**config.mk**
```make
export PLATFORM = sky130hd
export DESIGN_NAME = pc_fetch_unit
export DESIGN_NICKNAME = d
export VERILOG_FILES = /design/src/rtl/pc_fetch_pkg.sv /design/src/rtl/fetch_inst_buffer.sv /design/src/rtl/pc_fetch_unit.sv
export SDC_FILE = /design/constraint.sdc
export NUM_CORES = 1
export LEC_CHECK = 0
export ABC_AREA = 1
export BUFFER_PORTS_ARGS = -buffer_cell sky130_fd_sc_hd__buf_2
export CAP_MARGIN = 20
export CORE_ASPECT_RATIO = 1.4
export CORE_MARGIN = 8
export CORE_UTILIZATION = 51
export CTS_CLUSTER_DIAMETER = 30
export CTS_CLUSTER_SIZE = 28
export DETAILED_ROUTE_END_ITERATION = 16
export PLACE_DENSITY = 0.8
export SLEW_MARGIN = 40
export SYNTH_ARGS = -nofsm -noshare
export SYNTH_HDL_FRONTEND = slang
export SYNTH_SLANG_ARGS = --single-unit
```
**constraint.sdc**
```tcl
create_clock -name clock -period 1.8 [get_ports clock]
set_input_delay 0.18 -clock clock [delete_from_list [all_inputs] [get_ports clock]]
set_output_delay 0.18 -clock clock [all_outputs]
set_load 0.02 [all_outputs]
```
**src/rtl/pc_fetch_pkg.sv**
```systemverilog
// Shared types and constants for the PC / instruction-fetch unit.
// FAULT state exists only when FETCH_MISALIGN_TRAP_EN is defined.
package pc_fetch_pkg;

    localparam int XLEN       = 32;
    localparam int INST_BYTES = 4;

    typedef enum logic [1:0] {
        S_FETCH,
        S_WAIT,
        S_HOLD
`ifdef FETCH_MISALIGN_TRAP_EN
        ,
        S_FAULT
`endif
    } fetch_state_t;

    function automatic logic [XLEN-1:0] pc_next(input logic [XLEN-1:0] pc);
        return pc + XLEN'(INST_BYTES);
    endfunction

endpackage

```
**src/rtl/fetch_inst_buffer.sv**
```systemverilog
// Decode-side instruction register: holds one fetched word, its PC and
// PC+4 until decode accepts it or a redirect flushes it.
module fetch_inst_buffer
    import pc_fetch_pkg::*;
(
    input  logic            clock,
    input  logic            reset,
    input  logic            load,
    input  logic            clear,
    input  logic            ready,
    input  logic [XLEN-1:0] load_data,
    input  logic [XLEN-1:0] load_pc,
    output logic            inst_valid,
    output logic [XLEN-1:0] inst_data,
    output logic [XLEN-1:0] inst_pc,
    output logic [XLEN-1:0] inst_pc_plus4
);

    always_ff @(posedge clock) begin
        if (reset) begin
            inst_valid    <= 1'b0;
            inst_data     <= '0;
            inst_pc       <= '0;
            inst_pc_plus4 <= '0;
        end else if (load) begin
            inst_valid    <= 1'b1;
            inst_data     <= load_data;
            inst_pc       <= load_pc;
            inst_pc_plus4 <= pc_next(load_pc);
        end else if (clear || (inst_valid && ready)) begin
            inst_valid <= 1'b0;
        end
    end

endmodule

```
**src/rtl/pc_fetch_unit.sv**
```systemverilog
// PC register and single-outstanding instruction-fetch sequencer.
// Optional misaligned-redirect trap: FETCH_MISALIGN_TRAP_EN.
module pc_fetch_unit
    import pc_fetch_pkg::*;
#(
    parameter logic [XLEN-1:0] RESET_PC = 32'h0000_0000
) (
    input  logic            clock,
    input  logic            reset,
    input  logic            stall,
    input  logic            redirect,
    input  logic [XLEN-1:0] redirect_pc,
    output logic            imem_req_valid,
    input  logic            imem_req_ready,
    output logic [XLEN-1:0] imem_req_addr,
    input  logic            imem_rsp_valid,
    input  logic [XLEN-1:0] imem_rsp_data,
    output logic            inst_valid,
    input  logic            inst_ready,
    output logic [XLEN-1:0] inst_data,
    output logic [XLEN-1:0] inst_pc,
    output logic [XLEN-1:0] inst_pc_plus4,
    output logic            misalign_fault
);

    fetch_state_t    state, state_nxt;
    logic [XLEN-1:0] pc, pc_nxt, pc_inflight, target;
    logic            kill, kill_nxt;
    logic            req_hs, inst_hs, buf_load;

`ifdef FETCH_MISALIGN_TRAP_EN
    logic target_bad;
    assign target     = redirect_pc;
    assign target_bad = |redirect_pc[1:0];
`else
    assign target = redirect_pc & ~XLEN'(3);
`endif

    always_ff @(posedge clock) begin
        if (reset) begin
            state       <= S_FETCH;
            pc          <= RESET_PC;
            pc_inflight <= RESET_PC;
            kill        <= 1'b0;
        end else begin
            state <= state_nxt;
            pc    <= pc_nxt;
            kill  <= kill_nxt;
            if (req_hs)
                pc_inflight <= pc;
        end
    end

    always_comb begin
        state_nxt = state;
        pc_nxt    = pc;
        kill_nxt  = kill;
        if (redirect) begin
            pc_nxt = target;
            unique case (state)
                // a response landing with the redirect is simply dropped
                S_WAIT: begin
                    kill_nxt  = !imem_rsp_valid;
                    state_nxt = imem_rsp_valid ? S_FETCH : S_WAIT;
                end
`ifdef FETCH_MISALIGN_TRAP_EN
                S_FAULT: begin
                    kill_nxt  = kill && !imem_rsp_valid;
                    state_nxt = kill_nxt ? S_WAIT : S_FETCH;
                end
`endif
                default: state_nxt = S_FETCH;
            endcase
`ifdef FETCH_MISALIGN_TRAP_EN
            if (target_bad)
                state_nxt = S_FAULT;
`endif
        end else begin
            unique case (state)
                S_FETCH: if (req_hs) state_nxt = S_WAIT;
                S_WAIT: begin
                    if (imem_rsp_valid) begin
                        kill_nxt = 1'b0;
                        if (kill) begin
                            state_nxt = S_FETCH;
                        end else begin
                            pc_nxt    = pc_next(pc_inflight);
                            state_nxt = S_HOLD;
                        end
                    end
                end
                S_HOLD: if (inst_hs) state_nxt = S_FETCH;
`ifdef FETCH_MISALIGN_TRAP_EN
                S_FAULT: if (imem_rsp_valid) kill_nxt = 1'b0;
`endif
                default: state_nxt = S_FETCH;
            endcase
        end
    end

    always_comb begin
        imem_req_valid = (state == S_FETCH) && !stall && !redirect;
        imem_req_addr  = pc;
        req_hs         = imem_req_valid && imem_req_ready;
        inst_hs        = inst_valid && inst_ready;
        buf_load       = (state == S_WAIT) && imem_rsp_valid
                         && !kill && !redirect;
`ifdef FETCH_MISALIGN_TRAP_EN
        misalign_fault = (state == S_FAULT);
`else
        misalign_fault = 1'b0;
`endif
    end

    fetch_inst_buffer u_buf (
        .clock         (clock),
        .reset         (reset),
        .load          (buf_load),
        .clear         (redirect),
        .ready         (inst_ready),
        .load_data     (imem_rsp_data),
        .load_pc       (pc_inflight),
        .inst_valid    (inst_valid),
        .inst_data     (inst_data),
        .inst_pc       (inst_pc),
        .inst_pc_plus4 (inst_pc_plus4)
    );

endmodule
```
; ---- Word-level counts from Yosys, hierarchy flattened
; Index checks and enable logic that the tools add are counted.
[op_classes]
n_addsub = 1
mul = 0
n_div = 0
magnitude_cmp = 0
n_eq_ne = 6
shifts = 0
n_mux = 18
bitwise = 1
reduce_logical = 21
[ops]
columns = operator, n
row1 = two-way mux 32 bit, 4
row2 = "adder 32 x 3 -> 32 bit, second input constant", 1
row3 = two-way mux 2 bit, 5
row4 = "!= test 3 bit, second input constant", 3
row5 = AND reduction 3 bit, 3
row6 = two-way mux 1 bit, 8
row7 = logical AND 1 bit, 7
row8 = one-hot mux 2 bit (3 select lines), 1
row9 = nonzero test 2 bit, 3
row10 = logical NOT 1 bit, 4
row11 = "equality test 2 x 1 -> 1 bit, second input constant", 1
row12 = "equality test 2 bit, second input constant", 1
row13 = logical NOT 2 bit, 1
row14 = "!= test 2 bit, second input constant", 1
row15 = AND reduction 2 bit, 1
row16 = OR reduction 2 bit, 1
row17 = logical OR 1 bit, 1
row18 = inverter 1 bit, 1
[word_totals]
reg_bits = 164
latch_bits = 0
mem_bits_rw = 0
romBits = 0
in_bits = 71
out_inout_bits = 131
n_memories = 0

; ---- Longest topological paths before layout
[logic_depth]
depth_word = 7
ltp_mapped = 11
ltp_nobuf = 9

; ---- Cells and area by module
; From an unflattened synthesis, not the netlist that was laid out.
[unflattened]
hier_cells = 1172
hier_area_um2 = 7798.7
[by_module_without_submodules]
columns = mod, instances, cells_per_inst, area_per_inst_um2, seq_area_each_um2
row1 = fetch_inst_buffer, 1, 614, 4171.5, 1901.8
row2 = pc_fetch_unit, 1, 558, 3627.2, 1341.3

; ---- Least setup slack after synthesis
; OpenSTA, ideal clock, no wires.
[synth_path]
path_kind = register -> register
from = register state[1]
to = register u_buf.inst_pc_plus4[11]
arrival_ps = 1281
required_ps = 1673
path_slack_ps = 391
path_stages_with_launch = 11
synth_period_minus_slack_ps = 1409
path_cell_list = dfxtp_1 > nor2_4 > nand3_4 > nor2_8 > inv_2 > nand2_1 > inv_2 > buf_6 > buf_6 > nand2_1 > o21ai_1
[synth_between]
elab_chain_len = 4
[synth_rtl]
columns = item, line_no
row1 = "start, declared", pc_fetch_unit.sv:26  ; fetch_state_t state, state_nxt;
row2 = "start signal, assigned", pc_fetch_unit.sv:46  ; state <= state_nxt;
row3 = equality test 2 x 1 -> 1 bit, pc_fetch_unit.sv:106  ; buf_load = (state == S_WAIT) && imem_rsp_valid
row4 = logical AND 1 bit, pc_fetch_unit.sv:106
row5 = logical AND 1 bit (2 in series), pc_fetch_unit.sv:107  ; && !kill && !redirect;
row6 = "end signal, assigned", fetch_inst_buffer.sv:29  ; inst_pc_plus4 <= pc_next(load_pc);
row7 = "end, declared", fetch_inst_buffer.sv:16  ; output logic [XLEN-1:0] inst_pc_plus4
; Every way passes these cells.
; A chain may end at the register's enable or synchronous reset.

; ---- Worst setup path after layout
[layout_path]
from = register pc_inflight[3]
to = register pc[14] (netlist: imem_req_addr[14])
[layout_between]
elab_chain_len = 5
[layout_rtl]
columns = item, line_no
row1 = "start, declared", pc_fetch_unit.sv:27  ; logic [XLEN-1:0] pc, pc_nxt, pc_inflight, target;
row2 = "start signal, assigned", pc_fetch_unit.sv:50  ; pc_inflight <= pc;
row3 = adder 32 x 3 -> 32 bit, pc_fetch_pkg.sv:19  ; return pc + XLEN'(INST_BYTES);
row4 = two-way mux 32 bit, pc_fetch_unit.sv:84  ; if (kill) begin
row5 = two-way mux 32 bit, pc_fetch_unit.sv:82  ; if (imem_rsp_valid) begin
row6 = two-way mux 32 bit, pc_fetch_unit.sv:79  ; unique case (state)
row7 = two-way mux 32 bit, pc_fetch_unit.sv:58  ; if (redirect) begin
row8 = "end signal, assigned", pc_fetch_unit.sv:47  ; pc <= pc_nxt;
row9 = "end, declared", pc_fetch_unit.sv:27
; Every way passes these cells. The select of a mux whose other input is x is not followed.

==> run metrics <==
status=complete, no violations; clk_skew=between 0.01 and 0.015 ns; Setup TNS=0 ns; Bufs on Longest Clock Path=2; syn_nets=roughly 970; vias per cell=5.08; Crit. End Element=flip-flop; Setup Crit Path Kind=flip-flop to flip-flop; power per cell area=936 mW/mm2; largest net degree at the start of global routing=between 50 and 60; chip width=111 um; initial antenna violation count=0; routed vias=6477; EDFF count, synth=0; placed cells=around 1.2k; htree depth=4; Placeable Area=between 0.01 and 0.015 mm2; GRT Total Usage=0.225; VDD IR-drop max=between 0.6 and 0.7 mV; # rows=48; Sw Share=0.237; Non-Filler Instances=1274; Die Y=approximately 150 um; DP HPWL=about 14000 um; Clk pin slew, worst setup/hold paths=approximately 0.060 ns; Post-Syn Instances=between 800 and 900; RSZ-0062 raised after global routing=no; # DRC=0; # IOs=about 200; mapped cell area=~0.0064 mm2; Post-CTS Setup Bufs=0; Netlist cell types=30; Pre-Repair DR Iteration Count=5; sequential fraction of design power=0.480; Design Power=between 7 and 8 mW; Pint=roughly 6.0 mW; CTS sink count=roughly 160; CTS buffer count=17; fraction of layout cells with a size suffix above 1=0.225; final core occ=0.681; Crit path required time=approximately 2.1 ns; first-pass GRT wire length=30400 um; CP startpoint kind=flip-flop; initial drt markers=about 400; #FFs+latches synth=around 160; antenna-violating nets left=0; Sw Pwr=roughly 1.9 mW; hold path depth=2; IO Port Bufs=198; Tmin final=1.67 ns; fin nets=between 1k and 1.5k; # diodes=0; Final Slew Violations=0; Final period util=0.928; worst skew pair latency=about 0.43 ns; fmax=between 500 and 600 MHz; Initial Util=0.523; Primary FF master, synth=dfxtp_1; syn_area_per_cell=around 7.2 um2; Die ar.=between 0.015 and 0.02 mm2; GP Congestion=around 0.94; Warnings, synthesis=0; leak pwr=about 4.2 nW; Seq/Total Area, Yosys=0.504; total grt overflow=0; root buf cell=clkbuf_16; arrival time at the worst endpoint=approximately 2.0 ns; average wire per standard cell=15.0 um; worst-path fanout max=4; vias in the first global route=a little over 6k; Final Setup Violations=0; final hold vios=0; number of max-cap violations=0; drt total wl=between 15000 and 20000 um; combinational cell fraction of total power=0.083; R2R depth=9; CTS tree=built; ys async rst share=0; Area growth syn-to-layout=30.3%; clock share of power=0.438; HP Class=primary input to flip-flop
==> routing by layer <==
metal | GRT usage | share of wire
met5 | 0 | 0
met3 | 0.0539 | 0.059
met2 | 0.414 | 0.52
met1 | 0.244 | 0.40
met4 | 0.0847 | 0.019
==> cell usage after synthesis, types with 2 or more instances <==
cell	instances	area, um2
nand3b_1	3	22.5
o22ai_1	2	12.5
nand4_1	3	18.8
buf_2	12	60.1
inv_2	4	15.0
o21ai_0	46	230
clkbuf_2	2	10.0
dfxtp_1	162	3240
nor2_2	2	12.5
inv_1	57	214
nor2_1	39	146
nor2_4	2	22.5
a31oi_1	6	37.5
a21oi_1	49	245
nor3_1	2	10.0
nand2_1	382	1430
buf_6	10	113
nand3_1	49	245
buf_4	5	37.5
o21ai_1	32	160
clkbuf_1	15	56.3
==> per-stage QoR <==
step	worst slack, ns	instance area [um2]	hold WS (ns)
after detailed placement	0.0325	7500	0.377
after global routing	0.000311	8380	0.0112
after CTS	0.0204	8380	0.00842
after floorplan	0.391	6430	0.290
final	0.129	8380	0.0128
after global placement	0.0933	7500	0.374
==> cell families after synthesis <==
logic type / Yosys count / share of synthesized area
AND/OR/NAND/NOR: 484 / 0.303
flip-flops: 162 / 0.504
adder cells (fa/ha/maj): 1 / 0.00194
buffers and inverters: 106 / 0.0791
other: 1 / 0.000583
AO/OA/AOI/OAI: 139 / 0.111
==> layout make-up <==
cell class,count,area (um2)
Clock buffer,24,492
Clock inverter,7,75.1
Fill cell,1063,3930
Inverter,62,235
Multi-Input combinational cell,625,2690
Sequential cell,162,3240
Tap cell,150,188
Timing Repair Buffer,244,1460
==> cells in the final DEF (no fill, tap or decap), types with 6 or more instances in the layout <==
| master | count |
|---|---|
| nand3_1 | 49 |
| a31oi_1 | 6 |
| a21oi_1 | 49 |
| o21ai_0 | 45 |
| nor2_1 | 37 |
| nand2_1 | 382 |
| clkbuf_16 | 17 |
| dlygate4sd3_1 | 31 |
| buf_2 | 198 |
| o21ai_1 | 33 |
| dfxtp_1 | 162 |
| inv_1 | 57 |
| buf_4 | 11 |
==> power groups by stage <==
stage               logic [mW]  clock network (mW)  registers, mW
floorplan                0.313                   0           3.90
global placement         0.588                   0           3.84
detailed placement       0.596                   0           3.84
CTS                      0.651                3.48           3.76
global route             0.714                3.65           3.77
finish                   0.650                3.44           3.77
==> flip-flops by register name, summed over array words and instances (netlist names) <==
signal               count
imem_req_addr           32
kill                     1
pc_inflight             32
state                    2
u_buf.inst_data         32
u_buf.inst_pc           30
u_buf.inst_pc_plus4     32
u_buf.inst_valid         1
==> critical path, stage by stage, from the launching register on <==
cell,delay (ns)
dfxtp_1,0.38
ha_1,0.18
nand2_1,0.09
nor2_2,0.15
nand2_1,0.12
buf_4,0.16
inv_1,0.12
nand3_1,0.12
nand3_1,0.14
a21oi_1,0.07
==> final timing paths <==
| path | end | start | slack (ns) |
|---|---|---|---|
| max | imem_req_addr[14]$_SDFFE_PP0P_ | pc_inflight[3]$_SDFFE_PP0P_ | 0.13 |
| min | kill$_SDFFE_PP0P_ | imem_rsp_valid | 0.01 |
| max reg2reg | imem_req_addr[14]$_SDFFE_PP0P_ | pc_inflight[3]$_SDFFE_PP0P_ | 0.13 |
| min reg2reg | u_buf.inst_data[12]$_SDFFE_PP0P_ | u_buf.inst_data[12]$_SDFFE_PP0P_ | 0.44 |
==> timing repair <==
action / in CTS / in global routing
hold buffers: 31 / 0
setup endpoints to repair: 0 / 27
gates resized for setup: 0 / 5
endpoints found under the hold margin: 31 / 0
(Power assumes the default switching activity.)
